`src/rtl/spi_pkg.sv`:
```
// spi_pkg: state encoding, frame width helper and opcode bits shared by SPI master and slave.
package spi_pkg;
  typedef enum logic [1:0] {IDLE, CMD, RD_ARMED, RD_SHIFT} spi_state_e;
  localparam logic OP_WR = 1'b1;
  localparam logic OP_RD = 1'b0;
  function automatic int cmd_w(input int addr_w, input int data_w);
    return 1 + addr_w + data_w;
  endfunction
endpackage

```
`src/rtl/spi_reg_slave_if.sv`:
```
// spi_reg_slave_if: SPI pins plus local register-update and status strobes.
interface spi_reg_slave_if #(
  parameter int ADDR_W = 3,
  parameter int DATA_W = 8
);
  logic              sclk;
  logic              cs;
  logic              mosi;
  logic              miso;
  logic              reg_wr_vld;
  logic [ADDR_W-1:0] reg_wr_addr;
  logic [DATA_W-1:0] reg_wr_data;
  logic              rd_done;
  logic              frame_err;
  modport master (output sclk, cs, mosi, input miso, reg_wr_vld, reg_wr_addr, reg_wr_data, rd_done, frame_err);
  modport slave  (input sclk, cs, mosi, output miso, reg_wr_vld, reg_wr_addr, reg_wr_data, rd_done, frame_err);
endinterface

```
`src/rtl/spi_sync_edge.sv`:
```
// spi_sync_edge: multi-flop synchronizer with rise/fall pulses derived from the synced level.
module spi_sync_edge #(
  parameter int STAGES = 2
) (
  input  logic clk,
  input  logic rst,
  input  logic din,
  output logic level,
  output logic rise,
  output logic fall
);
  logic [STAGES:0] sh;
  always_ff @(posedge clk or posedge rst)
    if (rst) sh <= '0;
    else sh <= {sh[STAGES-1:0], din};
  assign level = sh[STAGES-1];
  assign rise  = sh[STAGES-1] & ~sh[STAGES];
  assign fall  = ~sh[STAGES-1] & sh[STAGES];
endmodule

```
`src/rtl/spi_reg_slave.sv`:
```
// spi_reg_slave: mode-0 SPI register-file responder with write frames and split address/data reads.
module spi_reg_slave import spi_pkg::*; #(
  parameter int ADDR_W      = 3,
  parameter int DATA_W      = 8,
  parameter int SYNC_STAGES = 2
) (
  input logic            clk,
  input logic            rst,
  spi_reg_slave_if.slave bus
);
  localparam int CMD_W = cmd_w(ADDR_W, DATA_W);
  localparam int CNT_W = $clog2(CMD_W + 2);
  localparam logic [CNT_W-1:0] CNT_MAX = CNT_W'(CMD_W + 1);
  spi_state_e state, nstate;
  logic sclk_r, sclk_f, cs_r, cs_f, mosi_s;
  logic [3:0] unused_edges;
  logic [CMD_W-1:0] shreg;
  logic [DATA_W-1:0] tx_shreg;
  logic [CNT_W-1:0] bit_cnt;
  logic [DATA_W-1:0] regs [2**ADDR_W];
  logic is_wr, is_rd, do_wr, do_arm, do_err, do_done, shift_in, count_rd, miso;
  logic reg_wr_vld, rd_done, frame_err;
  logic [ADDR_W-1:0] reg_wr_addr;
  logic [DATA_W-1:0] reg_wr_data;
  spi_sync_edge #(.STAGES(SYNC_STAGES)) u_sclk (.clk(clk), .rst(rst), .din(bus.sclk), .level(unused_edges[0]), .rise(sclk_r), .fall(sclk_f));
  spi_sync_edge #(.STAGES(SYNC_STAGES)) u_cs   (.clk(clk), .rst(rst), .din(bus.cs), .level(unused_edges[1]), .rise(cs_r), .fall(cs_f));
  spi_sync_edge #(.STAGES(SYNC_STAGES)) u_mosi (.clk(clk), .rst(rst), .din(bus.mosi), .level(mosi_s), .rise(unused_edges[2]), .fall(unused_edges[3]));
  assign is_wr = shreg[CMD_W-1] == OP_WR && bit_cnt == CNT_W'(CMD_W);
  assign is_rd = shreg[ADDR_W] == OP_RD && bit_cnt == CNT_W'(1 + ADDR_W);
  always_ff @(posedge clk or posedge rst)
    if (rst) state <= IDLE;
    else state <= nstate;
  always_comb begin
    nstate = state;
    unique case (state)
      IDLE:     nstate = cs_f ? CMD : IDLE;
      CMD:      nstate = !cs_r ? CMD : is_rd ? RD_ARMED : IDLE;
      RD_ARMED: nstate = cs_f ? RD_SHIFT : RD_ARMED;
      RD_SHIFT: nstate = cs_r ? IDLE : RD_SHIFT;
    endcase
  end
  // A cs rise wins over a coincident sclk rise, so the frame is judged on the prior count.
  always_comb begin
    do_wr    = state == CMD && cs_r && is_wr;
    do_arm   = state == CMD && cs_r && is_rd;
    do_err   = cs_r && ((state == CMD && !is_wr && !is_rd) || (state == RD_SHIFT && bit_cnt != CNT_W'(DATA_W)));
    shift_in = state == CMD && sclk_r && !cs_r;
    count_rd = state == RD_SHIFT && sclk_r && !cs_r;
    do_done  = count_rd && bit_cnt == CNT_W'(DATA_W - 1);
    miso     = state == RD_SHIFT ? tx_shreg[DATA_W-1] : 1'b0;
  end
  always_ff @(posedge clk or posedge rst)
    if (rst) begin
      reg_wr_vld  <= 1'b0;
      rd_done     <= 1'b0;
      frame_err   <= 1'b0;
      reg_wr_addr <= '0;
      reg_wr_data <= '0;
      bit_cnt     <= '0;
      shreg       <= '0;
      tx_shreg    <= '0;
      for (int i = 0; i < 2**ADDR_W; i++) regs[i] <= '0;
    end else begin
      reg_wr_vld <= do_wr;
      rd_done    <= do_done;
      frame_err  <= do_err;
      if (cs_f && (state == IDLE || state == RD_ARMED)) bit_cnt <= '0;
      else if ((shift_in || count_rd) && bit_cnt != CNT_MAX) bit_cnt <= bit_cnt + 1'b1;
      if (cs_f && state == IDLE) shreg <= '0;
      else if (shift_in) shreg <= {shreg[CMD_W-2:0], mosi_s};
      if (do_wr) begin
        regs[shreg[CMD_W-2 -: ADDR_W]] <= shreg[DATA_W-1:0];
        reg_wr_addr <= shreg[CMD_W-2 -: ADDR_W];
        reg_wr_data <= shreg[DATA_W-1:0];
      end
      if (do_arm) tx_shreg <= regs[shreg[ADDR_W-1:0]];
      else if (state == RD_SHIFT && sclk_f) tx_shreg <= {tx_shreg[DATA_W-2:0], 1'b0};
    end
  assign bus.miso        = miso;
  assign bus.reg_wr_vld  = reg_wr_vld;
  assign bus.reg_wr_addr = reg_wr_addr;
  assign bus.reg_wr_data = reg_wr_data;
  assign bus.rd_done     = rd_done;
  assign bus.frame_err   = frame_err;
endmodule

```
`src/flat_wrapper.sv`:
```
// flat-port wrapper written by rule: the top's interface ports become plain ports
module spi_reg_slave_flat import spi_pkg::*;
#(
  parameter int ADDR_W      = 3,
  parameter int DATA_W      = 8,
  parameter int SYNC_STAGES = 2
)
  (clk, rst, bus_sclk, bus_cs, bus_mosi, bus_miso, bus_reg_wr_vld, bus_reg_wr_addr, bus_reg_wr_data, bus_rd_done, bus_frame_err);
  spi_reg_slave_if #(.ADDR_W(ADDR_W), .DATA_W(DATA_W)) bus_i ();
  input logic clk;
  input logic rst;
  input wire logic [$bits(bus_i.sclk)-1:0] bus_sclk;
  input wire logic [$bits(bus_i.cs)-1:0] bus_cs;
  input wire logic [$bits(bus_i.mosi)-1:0] bus_mosi;
  output wire logic [$bits(bus_i.miso)-1:0] bus_miso;
  output wire logic [$bits(bus_i.reg_wr_vld)-1:0] bus_reg_wr_vld;
  output wire logic [$bits(bus_i.reg_wr_addr)-1:0] bus_reg_wr_addr;
  output wire logic [$bits(bus_i.reg_wr_data)-1:0] bus_reg_wr_data;
  output wire logic [$bits(bus_i.rd_done)-1:0] bus_rd_done;
  output wire logic [$bits(bus_i.frame_err)-1:0] bus_frame_err;
  assign bus_i.sclk = bus_sclk;
  assign bus_i.cs = bus_cs;
  assign bus_i.mosi = bus_mosi;
  assign bus_miso = bus_i.miso;
  assign bus_reg_wr_vld = bus_i.reg_wr_vld;
  assign bus_reg_wr_addr = bus_i.reg_wr_addr;
  assign bus_reg_wr_data = bus_i.reg_wr_data;
  assign bus_rd_done = bus_i.rd_done;
  assign bus_frame_err = bus_i.frame_err;
  spi_reg_slave #(.ADDR_W(ADDR_W), .DATA_W(DATA_W), .SYNC_STAGES(SYNC_STAGES)) u_core (.clk(clk), .rst(rst), .bus(bus_i));
endmodule
```
`config.mk`:
```
export PLATFORM = sky130hd
export DESIGN_NAME = spi_reg_slave_flat
export DESIGN_NICKNAME = d
export VERILOG_FILES = /design/src/rtl/spi_pkg.sv /design/src/rtl/spi_reg_slave_if.sv /design/src/rtl/spi_sync_edge.sv /design/src/rtl/spi_reg_slave.sv /design/src/flat_wrapper.sv
export SDC_FILE = /design/constraint.sdc
export NUM_CORES = 1
export LEC_CHECK = 0
export CORE_MARGIN = 2
export CORE_UTILIZATION = 54
export DETAILED_ROUTE_END_ITERATION = 7
export PLACE_DENSITY = 0.84
export SETUP_SLACK_MARGIN = 0.3
export SLEW_MARGIN = 20
export SYNTH_ARGS = -nofsm -noshare
export SYNTH_HDL_FRONTEND = slang
export SYNTH_SLANG_ARGS = --single-unit
```
`constraint.sdc`:
```
create_clock -name clk -period 3.9 [get_ports clk]
set_input_delay 0.78 -clock clk [delete_from_list [all_inputs] [get_ports clk]]
set_output_delay 0.78 -clock clk [all_outputs]
set_load 0.01 [all_outputs]
```
==> results of run 1 <==
-- worst paths after layout --
check	from	end	cells after the start
hold / removal	u_core.u_mosi.sh[0]	u_core.u_mosi.sh[1]	0
max in group asynchronous	rst	u_core.shreg[1]	3
min in group asynchronous	rst	u_core.bit_cnt[2]	3
setup / recovery	u_core.bit_cnt[0]	u_core.regs[0]	7
setup reg to reg	u_core.bit_cnt[0]	u_core.regs[0]	7
hold reg to reg	u_core.u_mosi.sh[0]	u_core.u_mosi.sh[1]	0
-- cells in the mapped netlist, drive strengths merged --
| cell | instances | area (um^2) |
|---|---|---|
| a21oi | 2 | 10.01 |
| a22oi | 7 | 52.55 |
| and2 | 1 | 6.260 |
| and3 | 2 | 12.51 |
| and3b | 1 | 8.760 |
| and4b | 2 | 21.27 |
| buf | 7 | 31.28 |
| clkbuf | 14 | 52.55 |
| clkinv | 1 | 3.750 |
| dfrtp | 112 | 2803 |
| ha | 3 | 37.54 |
| inv | 6 | 22.52 |
| maj3 | 1 | 10.01 |
| mux2 | 64 | 720.7 |
| mux2i | 21 | 210.2 |
| mux4 | 16 | 360.4 |
| nand2 | 42 | 157.7 |
| nand2b | 1 | 6.260 |
| nand3 | 2 | 27.53 |
| nand3b | 2 | 15.01 |
| nand4 | 2 | 18.77 |
| nand4b | 3 | 38.79 |
| nor2 | 15 | 56.30 |
| nor2b | 2 | 12.51 |
| nor3 | 4 | 30.03 |
| nor4 | 1 | 21.27 |
| nor4b | 3 | 56.31 |
| o21ai | 10 | 50.05 |
| o31ai | 2 | 15.01 |
| xnor2 | 1 | 8.760 |
-- stage by stage --
| stage | power, W | setup WS, ns | cells | hold WS (ns) | util, % |
|---|---|---|---|---|---|
| after floorplan | 0.001321 | 1.763 | 350 | 0.3312 | - |
| after global placement | 0.001356 | 1.434 | 460 | 0.3328 | 59.23 |
| after detailed placement | 0.001366 | 1.333 | 460 | 0.3363 | 59.23 |
| after CTS | 0.001989 | 1.306 | 476 | 0.3570 | 61.28 |
| after global routing | 0.002054 | 1.144 | 476 | 0.3589 | 61.36 |
| final | 0.001975 | 1.321 | 476 | 0.3577 | 61.36 |
-- cells in the final DEF, fill, tap and decap left out, types with 4 or more instances in the layout --
cell type and count:
dfrtp_1 111, mux2_2 64, nand2_1 42, mux2i_1 21, clkdlybuf4s50_1 19, mux4_2 16, nor2_1 15, o21ai_0 10
clkbuf_8 9, a22oi_1 7, inv_1 4
-- kinds of logic (layout without fill, tap and decap cells) --
family | count (synthesis) | after routing | synth area share [%]
multiplexers | 101 | 101 | 26.48
AND/OR/NAND/NOR | 83 | 83 | 10.03
flip-flops | 112 | 112 | 57.47
buffers and inverters | 28 | 46 | 2.257
adder cells (fa/ha/maj) | 4 | 4 | 0.9749
XOR/XNOR | 1 | 1 | 0.1796
AO/OA/AOI/OAI | 21 | 21 | 2.617
-- where the power goes --
part	switching (W)	internal, W	total, W
combinational	0.0000683	0.0000507	0.000119
clock	0.000394	0.000238	0.000632
sequential	0.0000440	0.00118	0.00122
total	0.000506	0.00147	0.00197
-- critical path, cell delays in order (launching register included) --
cell and delay (ns):
dfrtp_1 0.46, inv_1 0.07, ha_1 0.21, and4b_2 0.28, nand3_4 0.25, clkinv_1 0.44, nand4_2 0.39, mux2_2 0.38
-- flip-flops by register name, indices dropped and copies added (netlist names), 2 cells and up --
signal and count:
u_core.bit_cnt 4, u_core.bus.reg_wr_addr 3, u_core.bus.reg_wr_data 8, u_core.regs 64, u_core.shreg 12, u_core.state 2, u_core.tx_shreg 8, u_core.u_cs.sh 3
u_core.u_mosi.sh 2, u_core.u_sclk.sh 3
-- cell type report --
cell class	count	area (um^2)	area share, %
Timing Repair Buffer	23	232.7	4.349
Inverter	7	30.03	0.5611
Tap cell	108	135.1	2.525
Sequential cell	112	2804	52.40
Clock inverter	7	55.05	1.029
Multi-Input combinational cell	210	1971	36.82
Clock buffer	9	123.9	2.315
-- metal layers --
metal	GRT usage (%)	share of wire, %
met1	28.54	45
met2	32.80	50
met3	3.617	3.2
met4	5.163	1.3
met5	0	0
==> metrics, run 1 <==
first-pass GRT wire length=15.39 mm; Yosys Warn Count=0; post-synth cell types=38; violation count after the first detailed-routing iteration=140; half-perimeter wire length of the detailed placement result=5.915 mm; critical path fanouts, max=17; core region area=8721 um^2; final cycle utilization of the critical path=66.13%; number of antenna violations at the first check in global routing=0; vertical die dimension=99.04 um; count of input and output buffers=19; overall fraction of global-route tracks in use=20.16%; kind of end point of the critical path=register; post-layout minimum cycle time=2.579 ns; outcome=complete, no violations; actual transition at the worst max-transition pin=0.7879 ns; critical path data arrival time=2.84 ns; Fin Clk Skew=0.01251 ns; setup repair after global routing missed its margin=no; nets in the synthesized netlist=358; setup slack on the worst flop-to-flop path=1.32 ns; final hold vios=0; average wire per standard cell=18.84 um; instance count of the mapped netlist=350; vias after detailed routing=2767; total of hold buffers inserted after clock tree synthesis=0; overall die width=99.04 um; DP Area=5165 um^2; fraction of final layout cells with drive strength greater than 1=30.98%; sequential cell area fraction in the yosys report=57.47%; CTS clk-pin slew, worst paths=0.11 ns; IR drop worst, VDD=0.2374 mV; Root Buffer=clkbuf_8; number of setup violations in the final report=0; kind of critical path=register to register; count of nets after finishing=371; power per cell area=369.0 nW/um^2; Fmax=387.7 MHz; class of the tightest hold or removal check=register to register; average via count per standard cell=5.813; Starting Density=55.93%; synthesized area=4877 um^2; number of buffers added by the clock tree synthesis step=9; Fill cells=651; endpoint required time on the critical path=4.16 ns; synthesized flop and latch total=112; CTS tree=yes; pin count of the biggest net entering global routing=113; Startpoint Class=register; # rows=34; post-cts sizing count=0; Clk Latency, worst-skew pair=0.37 ns; P_leak=2.581 nW; overall overflow remaining after global route=0; average instance area after synthesis=13.93 um^2; relative area change from synthesis to final layout=9.723%; routability congestion estimate from global placement=0.8425; Antenna Violating Nets Remaining=0; DRT Wirelength=8.970 mm; final-layout setup total negative slack=0 ns; Worst slew margin=47.30%; Residual DRC=0; setup fix buffers added after clock tree synthesis=0; H-tree depth=3; max-capacitance violation count=0; area of the die=9808 um^2; number of global-route vias before repair=2902; Pins Over Slew Limit=0; Design Area, Final=5351 um^2; number of top-level design ports=20; number of sinks on the clock net=112; CTS Buffer Depth=2; number of detailed-route iterations in the first pass=4; number of diodes=0
(Power assumes the default switching activity.)
==> run 2, diff against run 1 <==
Settings changed: CORE_UTILIZATION 54 to 55, PLACE_DENSITY 0.84 to 0.82.
Clock period 3.9 ns to 2.7 ns, I/O delays scaled along.
==> metrics, run 2 (synthesis results as in run 1) <==
outcome=complete, no violations (unchanged); Starting Density=56.20% (was 55.93%); Largest regs=u_core.regs (64), u_core.shreg (12) (unchanged); violation count after the first detailed-routing iteration=162 (was 140); Top reg by flops=u_core.regs (unchanged); Worst slew margin=47.57% (was 47.30%); class of the tightest hold or removal check=register to register (unchanged); count of input and output buffers=19 (unchanged); routability congestion estimate from global placement=0.8373 (was 0.8425); vertical die dimension=98.17 um (was 99.04 um); number of detailed-route iterations in the first pass=4 (unchanged); kind of critical path=register to register (unchanged); endpoint required time on the critical path=2.96 ns (was 4.16 ns); overall die width=98.17 um (was 99.04 um); P_leak=2.671 nW (was 2.581 nW); detailed route wirelength on metal2=4.408 mm (was 4.526 mm); overall overflow remaining after global route=0 (unchanged); DRT Wirelength=9.134 mm (was 8.970 mm); power per cell area=558.5 nW/um^2 (was 369.0 nW/um^2); half-perimeter wire length of the detailed placement result=6.073 mm (was 5.915 mm); first-pass GRT wire length=15.56 mm (was 15.39 mm); pin count of the biggest net entering global routing=113 (unchanged); fraction of final layout cells with drive strength greater than 1=31.90% (was 30.98%); count of nets after finishing=377 (was 371); number of global-route vias before repair=2909 (was 2902); Clk Latency, worst-skew pair=0.38 ns (was 0.37 ns); final-layout setup total negative slack=0 ns (unchanged); Top Layer Used=met4 (unchanged); number of setup violations in the final report=0 (unchanged); CTS tree=yes (unchanged); Fill cells=677 (was 651); post-layout minimum cycle time=2.383 ns (was 2.579 ns); overall fraction of global-route tracks in use=20.62% (was 20.16%); Startpoint Class=register (unchanged); max-capacitance violation count=0 (unchanged); number of top-level design ports=20 (unchanged); Fin Clk Skew=0.01214 ns (was 0.01251 ns); Residual DRC=0 (unchanged); total of hold buffers inserted after clock tree synthesis=0 (unchanged); IR drop worst, VDD=0.3108 mV (was 0.2374 mV); average wire per standard cell=18.99 um (was 18.84 um); vias after detailed routing=2813 (was 2767); average via count per standard cell=5.848 (was 5.813); actual transition at the worst max-transition pin=0.7836 ns (was 0.7879 ns); core region area=8678 um^2 (was 8721 um^2); flip-flop count of the largest register after layout=64 (unchanged); post-route worst hold slack=0.3511 ns (was 0.3577 ns); most common cell after layout, fill and taps aside=dfrtp_1 (unchanged); Pins Over Slew Limit=0 (unchanged); # rows=34 (unchanged); H-tree depth=3 (unchanged); number of diodes=0 (unchanged); met3 wire len=263 um (was 283 um); number of buffers added by the clock tree synthesis step=9 (unchanged); Fmax=419.7 MHz (was 387.7 MHz); Power Total=0.003049 W (was 0.001975 W); setup repair after global routing missed its margin=yes (was no); wire length on met1=4.341 mm (was 4.039 mm); leading cell types in the layout, fill and taps excluded=dfrtp_1 (112), mux2_2 (64), nand2_1 (42), mux2i_1 (21), clkdlybuf4s50_1 (19) (was dfrtp_1 (111), mux2_2 (64), nand2_1 (42), mux2i_1 (21), clkdlybuf4s50_1 (19)); number of antenna violations at the first check in global routing=0 (unchanged); Root Buffer=clkbuf_8 (unchanged); final hold vios=0 (unchanged); final cycle utilization of the critical path=88.24% (was 66.13%); Antenna Violating Nets Remaining=0 (unchanged); critical path data arrival time=2.64 ns (was 2.84 ns); number of sinks on the clock net=112 (unchanged); relative area change from synthesis to final layout=11.93% (was 9.723%); kind of end point of the critical path=register (unchanged); CTS Buffer Depth=2 (unchanged); critical path fanouts, max=17 (unchanged); area of the die=9636 um^2 (was 9808 um^2); CTS clk-pin slew, worst paths=0.11 ns (about the same)
==> run 2: worst paths after layout <==
kind                                      from             endpoint  slack [ns]  cells past startpoint
setup / recovery             u_core.bit_cnt[0]       u_core.regs[7]        0.32                      7
hold / removal             u_core.u_mosi.sh[0]  u_core.u_mosi.sh[1]        0.35                      0
setup reg to reg             u_core.bit_cnt[0]       u_core.regs[7]        0.32                      7
hold reg to reg            u_core.u_mosi.sh[0]  u_core.u_mosi.sh[1]        0.35                      0
max in group asynchronous                  rst      u_core.regs[51]        1.60                      3
min in group asynchronous                  rst      u_core.shreg[2]        0.64                      3
==> run 2: stage by stage <==
step | instance area, um^2 | setup WS [ns] | util [%] | std cells
4_1_cts | 5459 | 0.3638 | 62.90 | 481
3_3_place_gp | 5202 | 0.3076 | 59.95 | 465
6_report | 5459 | 0.3174 | 62.90 | 481
5_1_grt | 5459 | 0.2449 | 62.90 | 481
2_1_floorplan | 4881 | 0.6862 | - | 350
3_5_place_dp | 5202 | 0.2097 | 59.95 | 465
==> run 2: metal layers <==
metal	track usage [%]	vias up
li1	-	1279
met1	30.51	1488
met2	31.51	36
met3	4.653	10
met4	5.374	0
met5	0	-
==> run 2: worst max-delay path, stage by stage, from the launching register on <==
cell and delay [ns]:
dfrtp_1 0.46, inv_1 0.09, ha_1 0.16, and4b_2 0.29, nand3_4 0.24, clkinv_2 0.24, nand4_2 0.36, mux2_2 0.41
==> run 2: repair_timing <==
action	CTS	global route
pin swaps	1	0
setup endpoints to repair	40	16
gates resized for setup	2	0
setup buffers	1	0
==> run 2: power by group <==
part / internal, W / switching, W / total, W
Sequential: 0.00170 / 0.0000443 / 0.00175
Clock: 0.000554 / 0.000561 / 0.00112
Combinational: 0.0000731 / 0.000112 / 0.000185
Total: 0.00233 / 0.000717 / 0.00305
==> run 2: layout make-up <==
class,instances,area (um^2),area share [%]
Clock buffer,10,137.6,2.521
Clock inverter,5,88.84,1.627
Inverter,7,31.28,0.5730
Multi-Input combinational cell,210,1973,36.14
Sequential cell,112,2803,51.34
Tap cell,108,135.1,2.475
Timing Repair Buffer,29,290.3,5.317
==> run 3, diff against run 2 <==
Settings changed: CORE_ASPECT_RATIO set to 0.6.
==> metrics, run 3 (synthesis results as in run 1) <==
average wire per standard cell=19.56 um (was 18.99 um); Clk Latency, worst-skew pair=0.35 ns (was 0.38 ns); H-tree depth=3 (unchanged); leading cell types in the layout, fill and taps excluded=dfrtp_1 (112), mux2_2 (64), nand2_1 (42), mux2i_1 (21), clkdlybuf4s50_1 (19) (unchanged); pin count of the biggest net entering global routing=113 (unchanged); relative area change from synthesis to final layout=15.80% (was 11.93%); half-perimeter wire length of the detailed placement result=6.082 mm (was 6.073 mm); max-capacitance violation count=0 (unchanged); # rows=26 (was 34); post-route worst hold slack=0.3517 ns (was 0.3511 ns); overall fraction of global-route tracks in use=21.67% (was 20.62%); first-pass GRT wire length=15.99 mm (was 15.56 mm); kind of critical path=register to register (unchanged); Worst setup endpoint=u_core.regs[44] (was u_core.regs[7]); number of global-route vias before repair=2866 (was 2909); DP Area=5200 um^2 (was 5202 um^2); vias after detailed routing=2874 (was 2813); count of input and output buffers=19 (unchanged); number of detailed-route iterations in the first pass=4 (unchanged); IR drop worst, VDD=0.3273 mV (was 0.3108 mV); overall overflow remaining after global route=0 (unchanged); average via count per standard cell=5.806 (was 5.848); Fin Clk Skew=0.006311 ns (was 0.01214 ns); setup repair after global routing missed its margin=no (was yes); CTS clk-pin slew, worst paths=0.07 ns (was 0.11 ns); final hold vios=0 (unchanged); CTS tree=yes (unchanged); core region area=8556 um^2 (was 8678 um^2); Design Area, Final=5648 um^2 (was 5459 um^2); Top reg by flops=u_core.regs (unchanged); P_leak=2.769 nW (was 2.671 nW); actual transition at the worst max-transition pin=0.8416 ns (was 0.7836 ns); CP Launch Point=u_core.bit_cnt[1] (was u_core.bit_cnt[0]); Largest regs=u_core.regs (64), u_core.shreg (12) (unchanged); post-route core utilization=66.01% (was 62.90%); endpoint required time on the critical path=2.93 ns (was 2.96 ns); DRT Wirelength=9.680 mm (was 9.134 mm); area of the die=9661 um^2 (was 9636 um^2); post-layout minimum cycle time=2.224 ns (was 2.383 ns); flip-flop count of the largest register after layout=64 (unchanged); critical path fanouts, max=7 (was 17); Startpoint Class=register (unchanged); Residual DRC=0 (unchanged); number of diodes=0 (unchanged); power per cell area=607.0 nW/um^2 (was 558.5 nW/um^2); number of setup violations in the final report=0 (unchanged); critical path data arrival time=2.46 ns (was 2.64 ns); worst-case reg-to-reg path depth=8 (was 7); source of the worst register-to-register timing path=u_core.bit_cnt[1] (was u_core.bit_cnt[0]); destination of the worst register-to-register timing path=u_core.regs[44] (was u_core.regs[7]); Antenna Violating Nets Remaining=0 (unchanged); outcome=complete, no violations (unchanged); number of top-level design ports=20 (unchanged); number of sinks on the clock net=112 (unchanged); startpoint of the tightest hold check path=u_core.u_cs.sh[0] (was u_core.u_mosi.sh[0]); number of buffers added by the clock tree synthesis step=9 (unchanged); total of hold buffers inserted after clock tree synthesis=0 (unchanged); most common cell after layout, fill and taps aside=dfrtp_1 (unchanged); fraction of final layout cells with drive strength greater than 1=33.42% (was 31.90%); vertical die dimension=76.94 um (was 98.17 um); final cycle utilization of the critical path=82.36% (was 88.24%); setup slack on the worst flop-to-flop path=0.48 ns (was 0.32 ns); class of the tightest hold or removal check=register to register (unchanged); overall die width=125.6 um (was 98.17 um); kind of end point of the critical path=register (unchanged); count of nets after finishing=386 (was 377); Pins Over Slew Limit=0 (unchanged); number of cells traversed by the worst hold path=0 (unchanged); Worst slew margin=43.69% (was 47.57%); Fmax=449.7 MHz (was 419.7 MHz); Starting Density=57.00% (was 56.20%); Root Buffer=clkbuf_16 (was clkbuf_8); final-layout setup total negative slack=0 ns (unchanged); violation count after the first detailed-routing iteration=225 (was 162); number of antenna violations at the first check in global routing=0 (unchanged); routability congestion estimate from global placement=0.8348 (was 0.8373); CTS Buffer Depth=2 (unchanged)
[run 3: changes by cell type in the layout (fill, tap and decap cells not counted), moves of 2 or more]
cell / previous run / this run
clkbuf_8: 10 / 0
buf_4: 8 / 18
clkbuf_16: 0 / 9
clkinvlp_4: 1 / 3
[run 3: final cells by class]
class / count / area (um^2)
well taps: 112 / 140.1
clock inverters: 6 / 107.6
inverters: 7 / 33.78
multi-input cells: 210 / 1989
fillers: 588 / 2908
flip-flops and latches: 112 / 2803
repair buffers: 38 / 345.3
clock buffers: 10 / 229.0
[run 3: worst min-delay path by stage]
stage | endpoint | slack (ns)
6_report | u_core.u_cs.sh[1] | 0.35
3_5_place_dp | u_core.u_cs.sh[1] | 0.33
4_1_cts | u_core.u_cs.sh[1] | 0.35
3_3_place_gp | u_core.u_cs.sh[1] | 0.33
5_1_grt | u_core.u_cs.sh[1] | 0.36
2_1_floorplan | u_core.u_cs.sh[1] | 0.33
[run 3: per-layer routing]
layer,part of all wire (%),track usage (%)
met5,0,0
met4,0.87,4.333
met3,4.8,6.769
met2,43,29.46
met1,51,34.26
[run 3: power by group]
part | internal, W | total (W) | switching [W]
combinational | 0.0000724 | 0.000185 | 0.000112
sequential | 0.00170 | 0.00175 | 0.0000434
clock | 0.000904 | 0.00150 | 0.000592
total | 0.00268 | 0.00343 | 0.000748
[run 3: critical path: stages (launching register included)]
cell and delay, ns:
dfrtp_1 0.41, inv_1 0.09, ha_1 0.17, and4b_2 0.29
nand3_4 0.15, buf_4 0.19, nor4b_4 0.27, buf_4 0.18
mux2_2 0.34
[run 3: stage by stage]
stage	power, W	setup slack, ns	instances
2_1_floorplan	0.001909	0.6862	350
3_3_place_gp	0.001957	0.2859	468
3_5_place_dp	0.001967	0.2330	468
4_1_cts	0.003449	0.3061	486
5_1_grt	0.003557	0.3752	495
6_report	0.003429	0.4762	495
[run 3: what timing repair did]
| action | in CTS | in global routing |
|---|---|---|
| pin swaps | 1 | 1 |
| endpoints found under the setup margin | 8 | 40 |
| setup buffers | 2 | 9 |
| cloned | 0 | 0 |
| gates resized for setup | 0 | 4 |
